--- src/rtl/bus_fifo_pkg.sv ---
// Shared defaults and helpers for the parametrised bus FIFO.
package bus_fifo_pkg;

   localparam int WIDTH_DEF    = 8;
   localparam int DEPTH_DEF    = 32;
   localparam int AF_LEVEL_DEF = DEPTH_DEF - 4;
   localparam int AE_LEVEL_DEF = 4;

   function automatic int fifo_aw(input int depth);
      return $clog2(depth);
   endfunction

endpackage

--- src/rtl/bus_fifo_mem.sv ---
// DEPTH x WIDTH simple dual-port storage: synchronous write, registered read.
module bus_fifo_mem
   import bus_fifo_pkg::*;
#(
   parameter int WIDTH = WIDTH_DEF,
   parameter int DEPTH = DEPTH_DEF,
   parameter int AW    = fifo_aw(DEPTH)
) (
   input  logic             clk,
   input  logic             rst,
   input  logic             wr_en_i,
   input  logic [AW-1:0]    waddr_i,
   input  logic [WIDTH-1:0] wdata_i,
   input  logic             rd_en_i,
   input  logic [AW-1:0]    raddr_i,
   output logic [WIDTH-1:0] rdata_o
);

   logic [WIDTH-1:0] mem_q [DEPTH];
   logic [WIDTH-1:0] rdata_q;

   // Storage is not reset; the pointers alone define what is valid.
   always_ff @(posedge clk) begin
      if (wr_en_i) mem_q[waddr_i] <= wdata_i;
   end

   always_ff @(posedge clk or posedge rst) begin
      if (rst)          rdata_q <= '0;
      else if (rd_en_i) rdata_q <= mem_q[raddr_i];
   end

   assign rdata_o = rdata_q;

endmodule

--- src/rtl/bus_fifo.sv ---
// Parametrised synchronous bus FIFO with status, error pulses and registered read.
// Optional watermark flags are built only when BUS_FIFO_WATERMARK_EN is defined.
module bus_fifo
   import bus_fifo_pkg::*;
#(
   parameter int WIDTH    = WIDTH_DEF,
   parameter int DEPTH    = DEPTH_DEF,
   parameter int AF_LEVEL = DEPTH - (DEPTH_DEF - AF_LEVEL_DEF),
   parameter int AE_LEVEL = AE_LEVEL_DEF
) (
   input  logic                     clk,
   input  logic                     rst,
   input  logic                     wr_en,
   input  logic [WIDTH-1:0]         din,
   input  logic                     rd_en,
   output logic [WIDTH-1:0]         dout,
   output logic                     dout_valid,
   output logic                     full,
   output logic                     empty,
   output logic [fifo_aw(DEPTH):0]  count,
   output logic                     almost_full,
   output logic                     almost_empty,
   output logic                     overflow,
   output logic                     underflow
);

   localparam int AW = fifo_aw(DEPTH);
   localparam logic [AW:0] AF_CNT = (AW+1)'(AF_LEVEL);
   localparam logic [AW:0] AE_CNT = (AW+1)'(AE_LEVEL);

   logic [AW:0] wr_ptr_q, wr_ptr_d, rd_ptr_q, rd_ptr_d;
   logic        ovf_q, unf_q, dv_q;
   logic        wr_acc, rd_acc;

   // Extra wrap bit distinguishes full from empty when the addresses match.
   assign empty = (wr_ptr_q == rd_ptr_q);
   assign full  = (wr_ptr_q[AW-1:0] == rd_ptr_q[AW-1:0]) && (wr_ptr_q[AW] != rd_ptr_q[AW]);
   assign count = wr_ptr_q - rd_ptr_q;

   assign wr_acc = wr_en & ~full;
   assign rd_acc = rd_en & ~empty;

   always_comb begin
      wr_ptr_d = wr_ptr_q + (AW+1)'(wr_acc);
      rd_ptr_d = rd_ptr_q + (AW+1)'(rd_acc);
   end

   always_ff @(posedge clk or posedge rst) begin
      if (rst) begin
         wr_ptr_q <= '0;
         rd_ptr_q <= '0;
         ovf_q    <= 1'b0;
         unf_q    <= 1'b0;
         dv_q     <= 1'b0;
      end else begin
         wr_ptr_q <= wr_ptr_d;
         rd_ptr_q <= rd_ptr_d;
         ovf_q    <= wr_en & full;
         unf_q    <= rd_en & empty;
         dv_q     <= rd_acc;
      end
   end

   assign overflow   = ovf_q;
   assign underflow  = unf_q;
   assign dout_valid = dv_q;

   bus_fifo_mem #(
      .WIDTH (WIDTH),
      .DEPTH (DEPTH),
      .AW    (AW)
   ) u_mem (
      .clk     (clk),
      .rst     (rst),
      .wr_en_i (wr_acc),
      .waddr_i (wr_ptr_q[AW-1:0]),
      .wdata_i (din),
      .rd_en_i (rd_acc),
      .raddr_i (rd_ptr_q[AW-1:0]),
      .rdata_o (dout)
   );

`ifdef BUS_FIFO_WATERMARK_EN
   assign almost_full  = (count >= AF_CNT);
   assign almost_empty = (count <= AE_CNT);
`else
   logic unused_wm;
   assign unused_wm    = ^{AF_CNT, AE_CNT};
   assign almost_full  = 1'b0;
   assign almost_empty = 1'b0;
`endif

endmodule

--- config.mk ---
export PLATFORM = sky130hd
export DESIGN_NAME = bus_fifo
export DESIGN_NICKNAME = d
export VERILOG_FILES = /design/src/rtl/bus_fifo_pkg.sv /design/src/rtl/bus_fifo_mem.sv /design/src/rtl/bus_fifo.sv
export SDC_FILE = /design/constraint.sdc
export NUM_CORES = 1
export LEC_CHECK = 0
export ABC_AREA = 1
export ABC_CLOCK_PERIOD_IN_PS = 2450
export CAP_MARGIN = 20
export CELL_PAD_IN_SITES_DETAIL_PLACEMENT = 1
export CELL_PAD_IN_SITES_GLOBAL_PLACEMENT = 2
export CORE_ASPECT_RATIO = 2
export CORE_UTILIZATION = 37
export CTS_CLUSTER_DIAMETER = 200
export CTS_CLUSTER_SIZE = 24
export DETAILED_ROUTE_END_ITERATION = 6
export GPL_TIMING_DRIVEN = 0
export PLACE_DENSITY = 0.78
export SLEW_MARGIN = 5
export SYNTH_ARGS = -nofsm -noshare
export SYNTH_HDL_FRONTEND = slang
export SYNTH_SLANG_ARGS = --single-unit
--- constraint.sdc ---
create_clock -name clk -period 2.45 [get_ports clk]
set_clock_uncertainty 0.15 [all_clocks]
set_input_delay 0.49 -clock clk [delete_from_list [all_inputs] [get_ports clk]]
set_output_delay 0.49 -clock clk [all_outputs]
set_load 0.01 [all_outputs]
======== Word-level counts from Yosys, hierarchy flattened ========
Memory sizes are Yosys's and may differ from the RTL's. A register that Yosys moved wholly into a read port is not among the register bits.
Cells that the tools add are included.
storage, ports and cells
  register bits ........................... 15
  RAM bits ................................ 256
  input bits .............................. 12
  output and inout bits ................... 21
  logic and storage cells ................. 21
  memories ................................ 1
operators by class
  add/subtract/negate cells ............... 3
  equality and inequality tests ........... 3
  multiplexer cells ....................... 2
  bitwise logic cells ..................... 6
  reductions and logical operators ........ 1
memory list
  memory       depth  width  read ports  clocked after memory_dff  wr ports  line                source
  u_mem.mem_q  32     8      1           1                         1         bus_fifo_mem.sv:19  logic [WIDTH-1:0] mem_q [DEPTH];
operators with widths
  kind                  count
  adder 6 x 1 -> 6 bit  2
  equality test 6 bit   1
  subtractor 6 bit      1
  equality test 5 bit   1
  AND 1 bit             4
  two-way mux 1 bit     2
  inverter 1 bit        2
  logical AND 1 bit     1
  != test 1 bit         1

======== Logic depth before layout (Yosys ltp) ========
  depth in word-level cells ............... 6
  mapped depth ............................ 12
  depth with buffers taken out ............ 11

======== Modules after synthesis ========
Synthesis repeated with hierarchy kept, for this count alone.
unflattened totals
  cell total of the unflattened synthesis .. 1023
  area total of the unflattened synthesis .. 11741.3 um^2
modules (own cells, without submodules)
  module        times used  cells each  area an instance (um^2)  seq. area each (um^2)
  bus_fifo_mem  1           925         10866.7                  7887.6
  bus_fifo      1           98          874.6                    375.4

======== Worst setup path before layout ========
No wires, ideal clock.
  kind .................................... register -> register
  start point ............................. register rd_ptr_q[3]
  end point ............................... memory u_mem.mem_q[10][0] in the netlist's numbering (enable)
  setup time .............................. 370 ps
  arrival ................................. 2144 ps
  data required time ...................... 1930 ps
  path slack .............................. -214 ps
  cell stages (with the launch flop) ...... 11
  buffers on the path ..................... 1
  period minus slack after synthesis ...... 2664 ps
  path through ............................ dfrtp_1 > clkinv_1 > clkbuf_1 > ha_1 > nand2_1 > nor2_1 > nand3_2 > nor2_4 > nor2_8 > nand3_4 > nor2_1
on the way
  cells in the longest elaborated chain, start to end .. 6
RTL lines
  item                                     line                source
  start, declared                          bus_fifo.sv:31      logic [AW:0] wr_ptr_q, wr_ptr_d, rd_ptr_q, rd_ptr_d;
  start signal, assigned                   bus_fifo.sv:57      rd_ptr_q <= rd_ptr_d;
  equality test 5 bit                      bus_fifo.sv:37      assign full = (wr_ptr_q[AW-1:0] == rd_ptr_q[AW-1:0]) && (wr_ptr_q[AW] != rd_ptr_q[AW]);
  logical AND 1 bit                        bus_fifo.sv:37
  net full                                 bus_fifo.sv:18      output logic full,
  inverter 1 bit                           bus_fifo.sv:40      assign wr_acc = wr_en & ~full;
  AND 1 bit                                bus_fifo.sv:40
  two-way mux 1 bit                        bus_fifo_mem.sv:24  if (wr_en_i) mem_q[waddr_i] <= wdata_i;
  two-way mux 1 bit (not written as such)  bus_fifo_mem.sv:24
  end, declared                            bus_fifo_mem.sv:19
The timed path passes the listed nets, and every way through them passes these cells.

======== Worst setup path in the final report ========
  start point ............................. register rd_ptr_q[2]
  end point ............................... output port count[5]
on the way
  cells in the longest elaborated chain, start to end .. 1
RTL lines
  item              line            source
  subtractor 6 bit  bus_fifo.sv:38  assign count = wr_ptr_q - rd_ptr_q;
  end, declared     bus_fifo.sv:20  output logic [fifo_aw(DEPTH):0] count,
No other way between the ends.

==> flow_metrics.py <==
metrics = {
    "setup_path": {
        "critPathMaxFanout": 3,
        "crit_slowest_cell": "dfrtp_1",
        "r2r-start": "rd_ptr_q[2]",
        "critical_path_class": "flop to output port",
        "cp_common_cell": "nand2_1",
        "cp.required_ps": 1810,
        "path_buf_inv": 4,
        "r2r_end": "u_mem.mem_q[31][2]",
        "rrSetupSlack_ps": -190,
        "worstPathArrival_ps": 2140,
        "cp_slowest_stage_delay_ps": 420,
        "worst-r2r-cell-count": 14,
        "crit_chain": "inv_4 > clkbuf_16 > ha_4 > a21oi_2 > o21ai_2 > nand2_1 > nand2_1 > a21oi_2 > inv_1 > nand2_1 > nand2_1 > buf_2",
        "path_delay_family": "flip-flops",
        "worst_setup_path_start_kind": "flop",
        "critPathCaptureType": "output port",
    },
    "synth": {
        "ys_seq_area_share_pct": 68.4,
        "avgSynthCellArea_um2": 10.7,
        "ys_ff_latch": 279,
        "synthCells": 1133,
        "yosys_warnings": 0,
        "synthesis.area_um2": 12100,
        "synth.distinct_cells": 25,
    },
    "die": {
        "initial_core_util_pct": 37.6,
        "io-pin-count": 33,
        "core_area_um2": 32100,
        "row_count": 93,
        "fp.dieH_um": 258,
        "fp.dieW_um": 130,
        "dieArea_um2": 33400,
    },
    "timing": {
        "period_needed_ps": 2780,
        "fin_hold_ws_ps": 188,
        "max_freq_mhz": 360,
        "finalWorstSetupSlack_ps": -325,
        "report.final.slew_viol_count": 0,
        "report.final.setup_viol": 272,
        "grt_setup_unrepaired": "true",
        "finalHoldViolations": 0,
        "slew_headroom_pct": 46.7,
        "post-route-period-util_pct": 113,
        "worst_slew_pin_slew_ps": 800,
    },
    "final_layout": {
        "diodes": 0,
        "layout_common_cells": "nand2_1, edfxtp_1, nand3_1",
        "num-nets-final": 1265,
        "final_core_util_pct": 45.6,
        "drive_above_1_share_pct": 16.8,
        "syn2layout_area_growth_pct": 21.2,
        "mostFrequentLayoutCell": "nand2_1",
    },
    "drt": {
        "ant_nets": 0,
        "drt-initial-drc-count": 483,
        "totalWireLength_um": 36500,
        "vias": 8450,
        "viasPerCell": 5.04,
        "routedWlPerCell_um": 21.8,
        "drt-pass1-iter-count": 4,
        "remaining_drc_errors": 0,
    },
    "worst_hold_path": {
        "hp-class": "primary input to async pin",
    },
    "cts": {
        "htree_levels": 1,
        "clock_latency_ps": 520,
        "clkTransAtPathRegs_ps": 110,
        "cts-buffers-inserted": 15,
        "root_buffer": "clkbuf_16",
        "tritoncts": "yes",
        "clock-sinks": 279,
        "clk_path_buf_depth": 3,
    },
    "global_route": {
        "grt_use_total_pct": 23.0,
        "grt-ovfl-total": 0,
        "grt_use_met1_pct": 25.3,
        "grt_max_degree": 33,
        "grt.met3_usage_pct": 2.08,
        "antenna_found_initial": 0,
        "globalRouteMet2Util_pct": 43.2,
        "busiest_layer": "met2",
        "grt_pass1_vias": 8928,
        "grt_pass1_wl_um": 55000,
    },
    "power": {
        "power-per-cell-area_nw_per_um2": 1130,
        "peakVddDrop_v": 0.00107,
        "finalPower_uw": 16500,
        "p_leak_uw": 0.00578,
    },
    "status": {
        "violations": "setup timing",
        "status": "complete, but fails checks",
    },
    "job": {
        "maxCapViolations": 0,
    },
    "placement": {
        "gp_congestion": 0.790,
        "hpwl_um": 24800,
        "numPortBuffers": 30,
    },
}
==> logic make-up after synthesis <==
kind of cell	Yosys count	synth area share [%]
AOI/OAI and AO/OA	31	1.28
adders and majority gates	10	1.10
other	1	0.0310
DFF	279	68.4
and+or+nand+nor	623	21.8
buffers and inverters	177	6.41
xor gates and xnor gates	12	0.932
==> Yosys cell counts <==
| cell | count | area (um^2) |
|---|---|---|
| inv_2 | 6 | 22.5 |
| nand3_4 | 4 | 70.1 |
| nor2_1 | 85 | 319 |
| xor2_2 | 1 | 16.3 |
| nor2_4 | 3 | 33.8 |
| nand3_2 | 1 | 10.0 |
| inv_1 | 117 | 439 |
| nand2_1 | 370 | 1390 |
| buf_2 | 31 | 155 |
| dfrtp_1 | 23 | 576 |
| conb_1 | 1 | 3.75 |
| nor2_8 | 1 | 20.0 |
| nor3_1 | 3 | 15.0 |
| clkbuf_1 | 8 | 30.0 |
| buf_6 | 5 | 56.3 |
| o21ai_0 | 12 | 60.1 |
| nand3_1 | 156 | 781 |
| ha_1 | 9 | 113 |
| fa_1 | 1 | 20.0 |
| clkinv_1 | 1 | 3.75 |
| buf_4 | 9 | 67.6 |
| xor2_1 | 10 | 87.6 |
| xnor2_1 | 1 | 8.76 |
| a21oi_1 | 19 | 95.1 |
| edfxtp_1 | 256 | 7690 |
==> layer usage <==
metal	part of all wire (%)	wire length, um
met1	36	13000
met2	56	20500
met3	3.6	1320
met4	4.5	1650
met5	0	0
==> area by class of cell <==
class / count / area (um^2)
well taps: 427 / 534
multi-input cells: 678 / 3430
repair buffers: 93 / 1120
fillers: 3546 / 17500
clock inverters: 1 / 11.3
plain buffers: 52 / 380
clock buffers: 24 / 409
inverters: 124 / 484
flip-flops and latches: 279 / 8270
==> flip-flops by register name (all words and copies together), names as in the netlist <==
register and cells:
wr_ptr_q 6, u_mem.rdata_o 8, overflow 1, u_mem.mem_q 256
underflow 1, dout_valid 1, rd_ptr_q 6
==> how the worst max path moves through the flow <==
stage | from | endpoint | slack (ps) | depth (start not counted)
4_1_cts | rd_ptr_q[2] | count[5] | -330 | 12
2_1_floorplan | rd_ptr_q[1] | u_mem.mem_q[10][0] | 8 | 9
5_1_grt | rd_ptr_q[2] | count[5] | -470 | 12
6_report | rd_ptr_q[2] | count[5] | -330 | 12
3_5_place_dp | rd_ptr_q[1] | count[5] | -820 | 13
3_3_place_gp | rd_ptr_q[1] | count[5] | -780 | 13
==> through the flow <==
stage / cells / setup WS (ps) / setup TNS [ps] / cell area (um^2)
5_1_grt: 1678 / -469 / -64790 / 14600
2_1_floorplan: 1134 / 8.25 / 0 / 12200
3_5_place_dp: 1594 / -823 / -189490 / 13100
6_report: 1678 / -325 / -41520 / 14600
4_1_cts: 1673 / -333 / -30780 / 14500
3_3_place_gp: 1591 / -784 / -198800 / 13100
==> report_power, final <==
part	internal, uW	total, uW	switching [uW]
Combinational	2750	7940	5190
Sequential	5640	5870	231
Clock	1180	2710	1540
==> what timing repair did <==
action,CTS,global route
resized for setup,97,13
buffers inserted,55,5
hold buffers,0,0
endpoints found under the setup margin,284,281
gates cloned,0,0
pin swaps,45,23
Power figures use the tool's default switching activity.
